$ cat src/rtl/mips_pkg.sv
// Shared pipeline definitions: memory-stage FSM states and the cache/memory
// mux select encodings used by the MEM-stage controller.
package mips_pkg;

  typedef enum logic [1:0] {
    IDLE      = 2'd0,
    WRITEBACK = 2'd1,
    FILL      = 2'd2
  } mem_state_t;

  // cache_input_type encodings
  localparam logic CACHE_SRC_PIPE = 1'b0;
  localparam logic CACHE_SRC_MEM  = 1'b1;

  // memory_address_type encodings
  localparam logic ADDR_REQ    = 1'b0;
  localparam logic ADDR_VICTIM = 1'b1;

endpackage

$ cat src/rtl/mem_stage_controller_if.sv
// MEM-stage bundle: EX/MEM control fields and cache status in, cache/memory
// control and pipeline lock out. master = pipeline/cache side, slave = controller.
interface mem_stage_if;

  logic mem_read_mem;
  logic mem_write_mem;
  logic is_nop_mem;
  logic halted_controller_mem;
  logic cache_hit;
  logic cache_dirty;

  logic lock;
  logic we_cache;
  logic cache_input_type;
  logic set_dirty;
  logic set_valid;
  logic memory_address_type;
  logic we_memory;
  logic busy;

  modport master (
    output mem_read_mem, mem_write_mem, is_nop_mem, halted_controller_mem,
           cache_hit, cache_dirty,
    input  lock, we_cache, cache_input_type, set_dirty, set_valid,
           memory_address_type, we_memory, busy
  );

  modport slave (
    input  mem_read_mem, mem_write_mem, is_nop_mem, halted_controller_mem,
           cache_hit, cache_dirty,
    output lock, we_cache, cache_input_type, set_dirty, set_valid,
           memory_address_type, we_memory, busy
  );

endinterface

$ cat src/rtl/mem_stage_controller_latency_counter.sv
// Down-counter timing one main-memory transfer: reloads to MEM_LATENCY-1,
// decrements while enabled, and flags done at zero.
module latency_counter #(
  parameter int MEM_LATENCY = 4
) (
  input  logic clk,
  input  logic rst_b,
  input  logic load,
  input  logic dec,
  output logic done
);

  localparam int              CW     = $clog2(MEM_LATENCY + 1);
  localparam logic [CW-1:0]   RELOAD = CW'(MEM_LATENCY - 1);

  logic [CW-1:0] cnt;

  // NOTE: sequential state uses non-blocking (<=) so every flop samples
  // pre-edge values; blocking here would create order-dependent races.
  always_ff @(posedge clk or negedge rst_b) begin
    if (!rst_b)      cnt <= '0;
    else if (load)   cnt <= RELOAD;
    else if (dec)    cnt <= cnt - CW'(1);
  end

  assign done = (cnt == '0);

endmodule

$ cat src/rtl/mem_stage_controller.sv
// MEM-stage cache controller: same-cycle hits, write-back/fill on miss with
// pipeline lock. Optional MEM_STAGE_STATS_EN adds miss/stall counters.
module mem_stage_controller
  import mips_pkg::*;
#(
  parameter int MEM_LATENCY = 4
) (
  input  logic          clk,
  input  logic          rst_b,
  mem_stage_if.slave    bus
`ifdef MEM_STAGE_STATS_EN
  ,
  output logic [31:0]   miss_count,
  output logic [31:0]   stall_cycles
`endif
);

  mem_state_t state, state_next;

  logic access;
  logic cnt_load, cnt_dec, cnt_done;
  logic lock, we_cache, cache_input_type, set_dirty, set_valid;
  logic memory_address_type, we_memory;

  // Gated by rst_b so that asserting reset mid-miss drops lock and blocks any
  // write in the same instant, even though the frozen inputs still show a miss.
  assign access = rst_b
                & (bus.mem_read_mem | bus.mem_write_mem)
                & ~bus.is_nop_mem
                & ~bus.halted_controller_mem;

  latency_counter #(.MEM_LATENCY(MEM_LATENCY)) u_latency_counter (
    .clk   (clk),
    .rst_b (rst_b),
    .load  (cnt_load),
    .dec   (cnt_dec),
    .done  (cnt_done)
  );

  always_ff @(posedge clk or negedge rst_b) begin
    if (!rst_b) state <= IDLE;
    else        state <= state_next;
  end

  // NOTE: every output is given a default before the case statement; any path
  // that skipped an assignment would otherwise infer a latch.
  always_comb begin
    state_next          = state;
    cnt_load            = 1'b0;
    cnt_dec             = 1'b0;
    lock                = 1'b0;
    we_cache            = 1'b0;
    cache_input_type    = CACHE_SRC_PIPE;
    set_dirty           = 1'b0;
    set_valid           = 1'b0;
    memory_address_type = ADDR_REQ;
    we_memory           = 1'b0;

    case (state)
      IDLE: begin
        if (access) begin
          if (bus.cache_hit) begin
            if (bus.mem_write_mem) begin
              we_cache  = 1'b1;
              set_dirty = 1'b1;
              set_valid = 1'b1;
            end
          end else begin
            lock       = 1'b1;
            cnt_load   = 1'b1;
            state_next = bus.cache_dirty ? WRITEBACK : FILL;
          end
        end
      end

      WRITEBACK: begin
        lock                = 1'b1;
        memory_address_type = ADDR_VICTIM;
        if (cnt_done) begin
          we_memory  = 1'b1;
          cnt_load   = 1'b1;
          state_next = FILL;
        end else begin
          cnt_dec = 1'b1;
        end
      end

      FILL: begin
        lock = 1'b1;
        if (cnt_done) begin
          we_cache         = 1'b1;
          cache_input_type = CACHE_SRC_MEM;
          set_valid        = 1'b1;
          state_next       = IDLE;
        end else begin
          cnt_dec = 1'b1;
        end
      end

      default: state_next = IDLE;
    endcase
  end

  assign bus.lock                = lock;
  assign bus.we_cache            = we_cache;
  assign bus.cache_input_type    = cache_input_type;
  assign bus.set_dirty           = set_dirty;
  assign bus.set_valid           = set_valid;
  assign bus.memory_address_type = memory_address_type;
  assign bus.we_memory           = we_memory;
  assign bus.busy                = (state != IDLE);

`ifdef MEM_STAGE_STATS_EN
  always_ff @(posedge clk or negedge rst_b) begin
    if (!rst_b) begin
      miss_count   <= '0;
      stall_cycles <= '0;
    end else begin
      if (state == IDLE && state_next != IDLE && miss_count != '1)
        miss_count <= miss_count + 32'd1;
      if (lock && stall_cycles != '1)
        stall_cycles <= stall_cycles + 32'd1;
    end
  end
`endif

endmodule
$ cat src/flat_wrapper.sv
// flat-port wrapper written by rule: the top's interface ports become plain ports
module mem_stage_controller_flat import mips_pkg::*;
#(
  parameter int MEM_LATENCY = 4
)
  (clk, rst_b, bus_mem_read_mem, bus_mem_write_mem, bus_is_nop_mem, bus_halted_controller_mem, bus_cache_hit, bus_cache_dirty, bus_lock, bus_we_cache, bus_cache_input_type, bus_set_dirty, bus_set_valid, bus_memory_address_type, bus_we_memory, bus_busy);
  mem_stage_if bus_i ();
  input  logic clk;
  input  logic rst_b;
  input wire logic [$bits(bus_i.mem_read_mem)-1:0] bus_mem_read_mem;
  input wire logic [$bits(bus_i.mem_write_mem)-1:0] bus_mem_write_mem;
  input wire logic [$bits(bus_i.is_nop_mem)-1:0] bus_is_nop_mem;
  input wire logic [$bits(bus_i.halted_controller_mem)-1:0] bus_halted_controller_mem;
  input wire logic [$bits(bus_i.cache_hit)-1:0] bus_cache_hit;
  input wire logic [$bits(bus_i.cache_dirty)-1:0] bus_cache_dirty;
  output wire logic [$bits(bus_i.lock)-1:0] bus_lock;
  output wire logic [$bits(bus_i.we_cache)-1:0] bus_we_cache;
  output wire logic [$bits(bus_i.cache_input_type)-1:0] bus_cache_input_type;
  output wire logic [$bits(bus_i.set_dirty)-1:0] bus_set_dirty;
  output wire logic [$bits(bus_i.set_valid)-1:0] bus_set_valid;
  output wire logic [$bits(bus_i.memory_address_type)-1:0] bus_memory_address_type;
  output wire logic [$bits(bus_i.we_memory)-1:0] bus_we_memory;
  output wire logic [$bits(bus_i.busy)-1:0] bus_busy;
  assign bus_i.mem_read_mem = bus_mem_read_mem;
  assign bus_i.mem_write_mem = bus_mem_write_mem;
  assign bus_i.is_nop_mem = bus_is_nop_mem;
  assign bus_i.halted_controller_mem = bus_halted_controller_mem;
  assign bus_i.cache_hit = bus_cache_hit;
  assign bus_i.cache_dirty = bus_cache_dirty;
  assign bus_lock = bus_i.lock;
  assign bus_we_cache = bus_i.we_cache;
  assign bus_cache_input_type = bus_i.cache_input_type;
  assign bus_set_dirty = bus_i.set_dirty;
  assign bus_set_valid = bus_i.set_valid;
  assign bus_memory_address_type = bus_i.memory_address_type;
  assign bus_we_memory = bus_i.we_memory;
  assign bus_busy = bus_i.busy;
  mem_stage_controller #(.MEM_LATENCY(MEM_LATENCY)) u_core (.clk(clk), .rst_b(rst_b), .bus(bus_i));
endmodule
$ cat config.mk
export PLATFORM = sky130hd
export DESIGN_NAME = mem_stage_controller_flat
export DESIGN_NICKNAME = d
export VERILOG_FILES = /design/src/rtl/mips_pkg.sv /design/src/rtl/mem_stage_controller_if.sv /design/src/rtl/mem_stage_controller_latency_counter.sv /design/src/rtl/mem_stage_controller.sv /design/src/flat_wrapper.sv
export SDC_FILE = /design/constraint.sdc
export NUM_CORES = 1
export LEC_CHECK = 0
export BUFFER_PORTS_ARGS = -buffer_cell sky130_fd_sc_hd__buf_2
export CORE_AREA = 2 2 39 41
export CTS_BUF_LIST = sky130_fd_sc_hd__clkbuf_16
export DETAILED_ROUTE_END_ITERATION = 12
export DIE_AREA = 0 0 41 43
export PLACE_DENSITY = 0.61
export REMOVE_ABC_BUFFERS = 1
export SYNTH_ARGS = -nofsm -noshare
export SYNTH_HDL_FRONTEND = slang
export SYNTH_SLANG_ARGS = --single-unit
$ cat constraint.sdc
create_clock -name clk -period 1.8 [get_ports clk]
set_input_delay 0.18 -clock clk [delete_from_list [all_inputs] [get_ports clk]]
set_output_delay 0.18 -clock clk [all_outputs]
set_load 0.03 [all_outputs]
# [Yosys cells after proc, flatten, opt, wreduce, memory -nomap -nowiden]
# Index checks and enable logic that the tools add are counted.
# W data, S select, Z words.
[classes] n_mux=23 bitwise_logic=6 shifts=0 reduce_logical=6 mul=0 div=0 add_sub_neg=1 n_lt_le_gt_ge=0 eq_ne=6
[op_table] operator="$mux W1" n=12
[op_table] operator="$mux W2" n=5
[op_table] operator="$mux W3" n=2
[op_table] operator="$ne A2 B1 Y1 const B" n=3
[op_table] operator="$pmux W1 S2" n=3
[op_table] operator="$pmux W2 S3" n=1
[op_table] operator="$reduce_and A4 Y1" n=1
[op_table] operator="$reduce_bool A2 Y1" n=2
[op_table] operator="$and A1 B1 Y1" n=3
[op_table] operator="$logic_not A3 Y1" n=1
[op_table] operator="$sub A3 B1 Y3 const B" n=1
[op_table] operator="$eq A2 B1 Y1 const B" n=1
[op_table] operator="$eq A2 B2 Y1 const B" n=1
[op_table] operator="$logic_not A2 Y1" n=1
[op_table] operator="$ne A2 B2 Y1 const B" n=1
[op_table] operator="$not A1 Y1" n=2
[op_table] operator="$reduce_or A2 Y1" n=1
[op_table] operator="$or A1 B1 Y1" n=1
[word_totals] n_memories=0 regBits=5 mem_bits_ro=0 latchBits=0 ramBits=0 wordCells=44 in_bits=8

# [Logic depth before layout (Yosys ltp)]
[depth] ltp_word=7 depth_mapped=7 ltp_nobuf=5

# [Modules after synthesis]
# A second synthesis with hierarchy kept.
[unflattened] cells_unflattened=47 hier_area_um2=437.9
[by_module_without_submodules] module="mem_stage_controller" seq_area_each_um2=50.0 cells_per_inst=32 n_inst=1 area_per_inst_um2=282.8
[by_module_without_submodules] module="latency_counter" seq_area_each_um2=75.1 cells_per_inst=15 n_inst=1 area_per_inst_um2=155.1

# [Least setup slack after synthesis]
# OpenSTA, ideal clock, no wires.
[synth_path] kind="reg-to-output" start="register u_core.u_latency_counter.cnt[0]" end="output port bus_we_cache" setup_slack_ns=-0.071 arrival_ns=1.691 path_stages_with_launch=8 path_cell_list="dfrtp_1 -> inv_1 -> ha_1 -> nor2b_1 -> buf_6 -> and2_1 -> or2_2 -> buf_4"
[synth_via] elab_chain_cells=3
[synth_rtl] item="from (decl)" line_no="mem_stage_controller_latency_counter.sv:16" source="logic [CW-1:0] cnt;"
[synth_rtl] item="from (signal assigned)" line_no="mem_stage_controller_latency_counter.sv:23" source="else if (dec) cnt <= cnt - CW'(1);"
[synth_rtl] item="$logic_not A3 Y1" line_no="mem_stage_controller_latency_counter.sv:26" source="assign done = (cnt == '0);"
[synth_rtl] item="$mux W1"
[synth_rtl] item="$pmux W1 S2"
[synth_rtl] item="to (decl)" line_no="flat_wrapper.sv:17" source="output wire logic [$bits(bus_i.we_cache)-1:0] bus_we_cache;"
# No other way between the ends.

# [Worst setup path after layout]
[layout_path] start="register u_core.u_latency_counter.cnt[0]" end="output port bus_set_valid"
[layout_via] elab_chain_cells=3
[layout_rtl] item="$logic_not A3 Y1" line_no="mem_stage_controller_latency_counter.sv:26"
[layout_rtl] item="$mux W1" line_no="mem_stage_controller.sv:90" source="if (cnt_done) begin"
[layout_rtl] item="$pmux W1 S2" line_no="mem_stage_controller.sv:59" source="case (state)"
[layout_rtl] item="to (decl)" line_no="flat_wrapper.sv:20" source="output wire logic [$bits(bus_i.set_valid)-1:0] bus_set_valid;"
# No other way between the ends.

==> results_dict.tcl <==
set metrics [dict create \
    synth_cells 47 \
    period_minus_slack_ps 1700 \
    portBuffers 15 \
    synth-edff-count 0 \
    grt_max_degree 8 \
    cts_buffer_depth 2 \
    start_kind "flop" \
    htreeDepth 1 \
    clock_skew_ps 0.364 \
    async_flop_share_pct 100 \
    cts_tree "yes" \
    switchingPower_uw 601 \
    grt.overflow.total 0 \
    die_area_mm2 0.00176 \
    ios 16 \
    drv_slew 0 \
    max_stage_delay_ps 340 \
    netlist_top_cells_area "dfrtp_1, ha_1, inv_1" \
    end_kind "primary output" \
    regArea_um2 125 \
    fmax_mhz 588 \
    core_mm2 0.00138 \
    path_cells "inv_1 > ha_1 > nor2b_4 > and2_1 > or2_4 > buf_6" \
    crit_family "simple AND/OR/NAND/NOR gates" \
    worstHoldPathType "in2async" \
    rsz0062_at_grt "false" \
    tightestPinTransition_ps 302 \
    drt-total-wl_um 1000 \
    rows 14 \
    critPathSlowestCell "dfrtp_1" \
    fin_nets 84 \
    fillers 133 \
    via_per_inst 5.14 \
    synth_flop_cell "dfrtp_1" \
    grt_usage_pct 13.4 \
    reg2reg_depth 6 \
    intPower_uw 825 \
    synth_cell_type_count 29 \
    hold_violations 0 \
    cts-buffers-inserted 3 \
    yosys_warnings 0 \
    power_density_mw_per_mm2 2120 \
    dp_hpwl_um 725 \
    grt_pass1_wl_um 1550 \
    gp_congestion 0.779 \
    pwr-share-comb_pct 60.0 \
    drtPass1Iterations 5 \
    vias 437 \
    die_h_um 43 \
    final_antenna_net_count 0 \
    clk_pin_slew_ps 30 \
    layout_commonest_cell "buf_2" \
    maxCapViolations 0 \
    first_iter_violations 11 \
    grt_pass1_vias 395 \
    vdd_drop_max_mv 0.876 \
    criticalPathCategory "reg2out" \
    path_max_fanout 6 \
    setup_violations 0 \
    clockPowerShare_pct 25.0 \
    wl_per_cell_um 11.8 \
    synth-seq-area-share_pct 27.6 \
    cp.depth 6 \
    die_x_um 41 \
    multiInputGateArea_um2 299 \
    drive_gt1_share_pct 42.0 \
    p_total_mw 1.43 \
    numClockSinks 5 \
    synth_seq_cells 5 \
    seqPwrFrac_pct 15.0 \
    clk_latency_ps 230 \
    cp.arrival_ps 1520 \
    dpl_cell_area_um2 537 \
    cts-root-buf "clkbuf_16" \
    synth_top_area_share_pct 27.6 \
    status "complete, no violations" \
    initial_core_util_pct 32.7 \
    swShare_pct 42.2 \
    period_share_pct 94.4 \
    drc 0 \
    p_leak_nw 0.351 \
    stdcell_area_um2 673 \
    avgSynthCellArea_um2 9.64 \
    syn2layout_area_growth_pct 48.6 \
    critPathRequiredTime_ps 1620 \
    antenna_found_initial 0 \
    final_cell_mix "buf_2, inv_1, ha_1, dfrtp_1, buf_4" \
    syn_area_um2 453 \
    yosys.area.top_type "dfrtp_1" \
    cp_num_buf_inv 2 \
    antenna_cells 0 \
    slew_headroom_pct 79.6 \
]
[Yosys cell counts (2+ instances only)]
| library cell | number |
|---|---|
| o21ai_0 | 2 |
| inv_1 | 6 |
| ha_1 | 6 |
| dfrtp_1 | 5 |
| and2_1 | 3 |
| nor2_1 | 2 |
[through the flow]
stage	setup TNS, ps	cells	hold slack, ps	setup WS (ps)	util (%)
after floorplan	-106	45	-116	-52.9	-
after global placement	0	77	6.58	236	38.8
after detailed placement	0	77	5.17	209	38.8
after CTS	-34.4	82	362	-17.5	45.8
after global routing	0	85	388	14.5	48.6
final	0	85	364	100	48.6
[what timing repair did]
| action | in CTS | in global routing |
|---|---|---|
| buffers inserted | 0 | 3 |
| endpoints found under the hold margin | 5 | 0 |
| gates resized for setup | 3 | 5 |
| hold buffers | 1 | 0 |
| setup endpoints to repair | 2 | 3 |
[kinds of logic after synthesis]
family	synth area share (%)
buffers and inverters	9.12
adder cells (fa/ha/maj)	16.6
AO/OA/AOI/OAI	24.6
AND/OR/NAND/NOR	22.1
flip-flops	27.6
[routing by layer]
layer	wire length, um	share of wire [%]	global-route usage (%)	vias to the layer above
li1	-	-	-	214
met1	404	40	15.2	196
met2	486	49	20.3	24
met3	89	8.9	3.14	3
met4	22	2.2	10.0	0
met5	0	0	0	-
[power by group through the flow]
stage	Clock [mW]	Combinational [mW]	Sequential, mW
after global routing	0.371	0.956	0.220
after global placement	0	0.743	0.219
after CTS	0.360	0.763	0.220
after detailed placement	0	0.743	0.220
after floorplan	0	0.554	0.209
final	0.356	0.856	0.214
[sequential cells by signal (all words and copies together), names as in the netlist]
signal and cells:
u_core.u_latency_counter.cnt 3, u_core.state 2
[layout make-up]
cell class | instances | area share [%]
Multi-Input combinational cell | 34 | 44.4
Timing Repair Buffer | 20 | 19.0
Sequential cell | 5 | 18.6
Clock buffer | 3 | 11.2
Inverter | 6 | 3.35
Tap cell | 16 | 2.97
Clock inverter | 1 | 0.558
[worst paths after layout]
| check | slack, ps | end | startpoint |
|---|---|---|---|
| min in group clk | 380 | u_core.state[1]$_DFFE_PN0P_ | bus_cache_dirty |
| min reg2reg | 540 | u_core.u_latency_counter.cnt[1]$_DFFE_PN0P_ | u_core.u_latency_counter.cnt[1]$_DFFE_PN0P_ |
| max reg2reg | 280 | u_core.u_latency_counter.cnt[1]$_DFFE_PN0P_ | u_core.u_latency_counter.cnt[0]$_DFFE_PN0P_ |
| min | 360 | u_core.u_latency_counter.cnt[2]$_DFFE_PN0P_ | rst_b |
| max | 100 | bus_set_valid | u_core.u_latency_counter.cnt[0]$_DFFE_PN0P_ |
| max in group asynchronous | 1250 | u_core.state[0]$_DFFE_PN0P_ | rst_b |
Note: power is estimated with default switching activity, not from simulation.
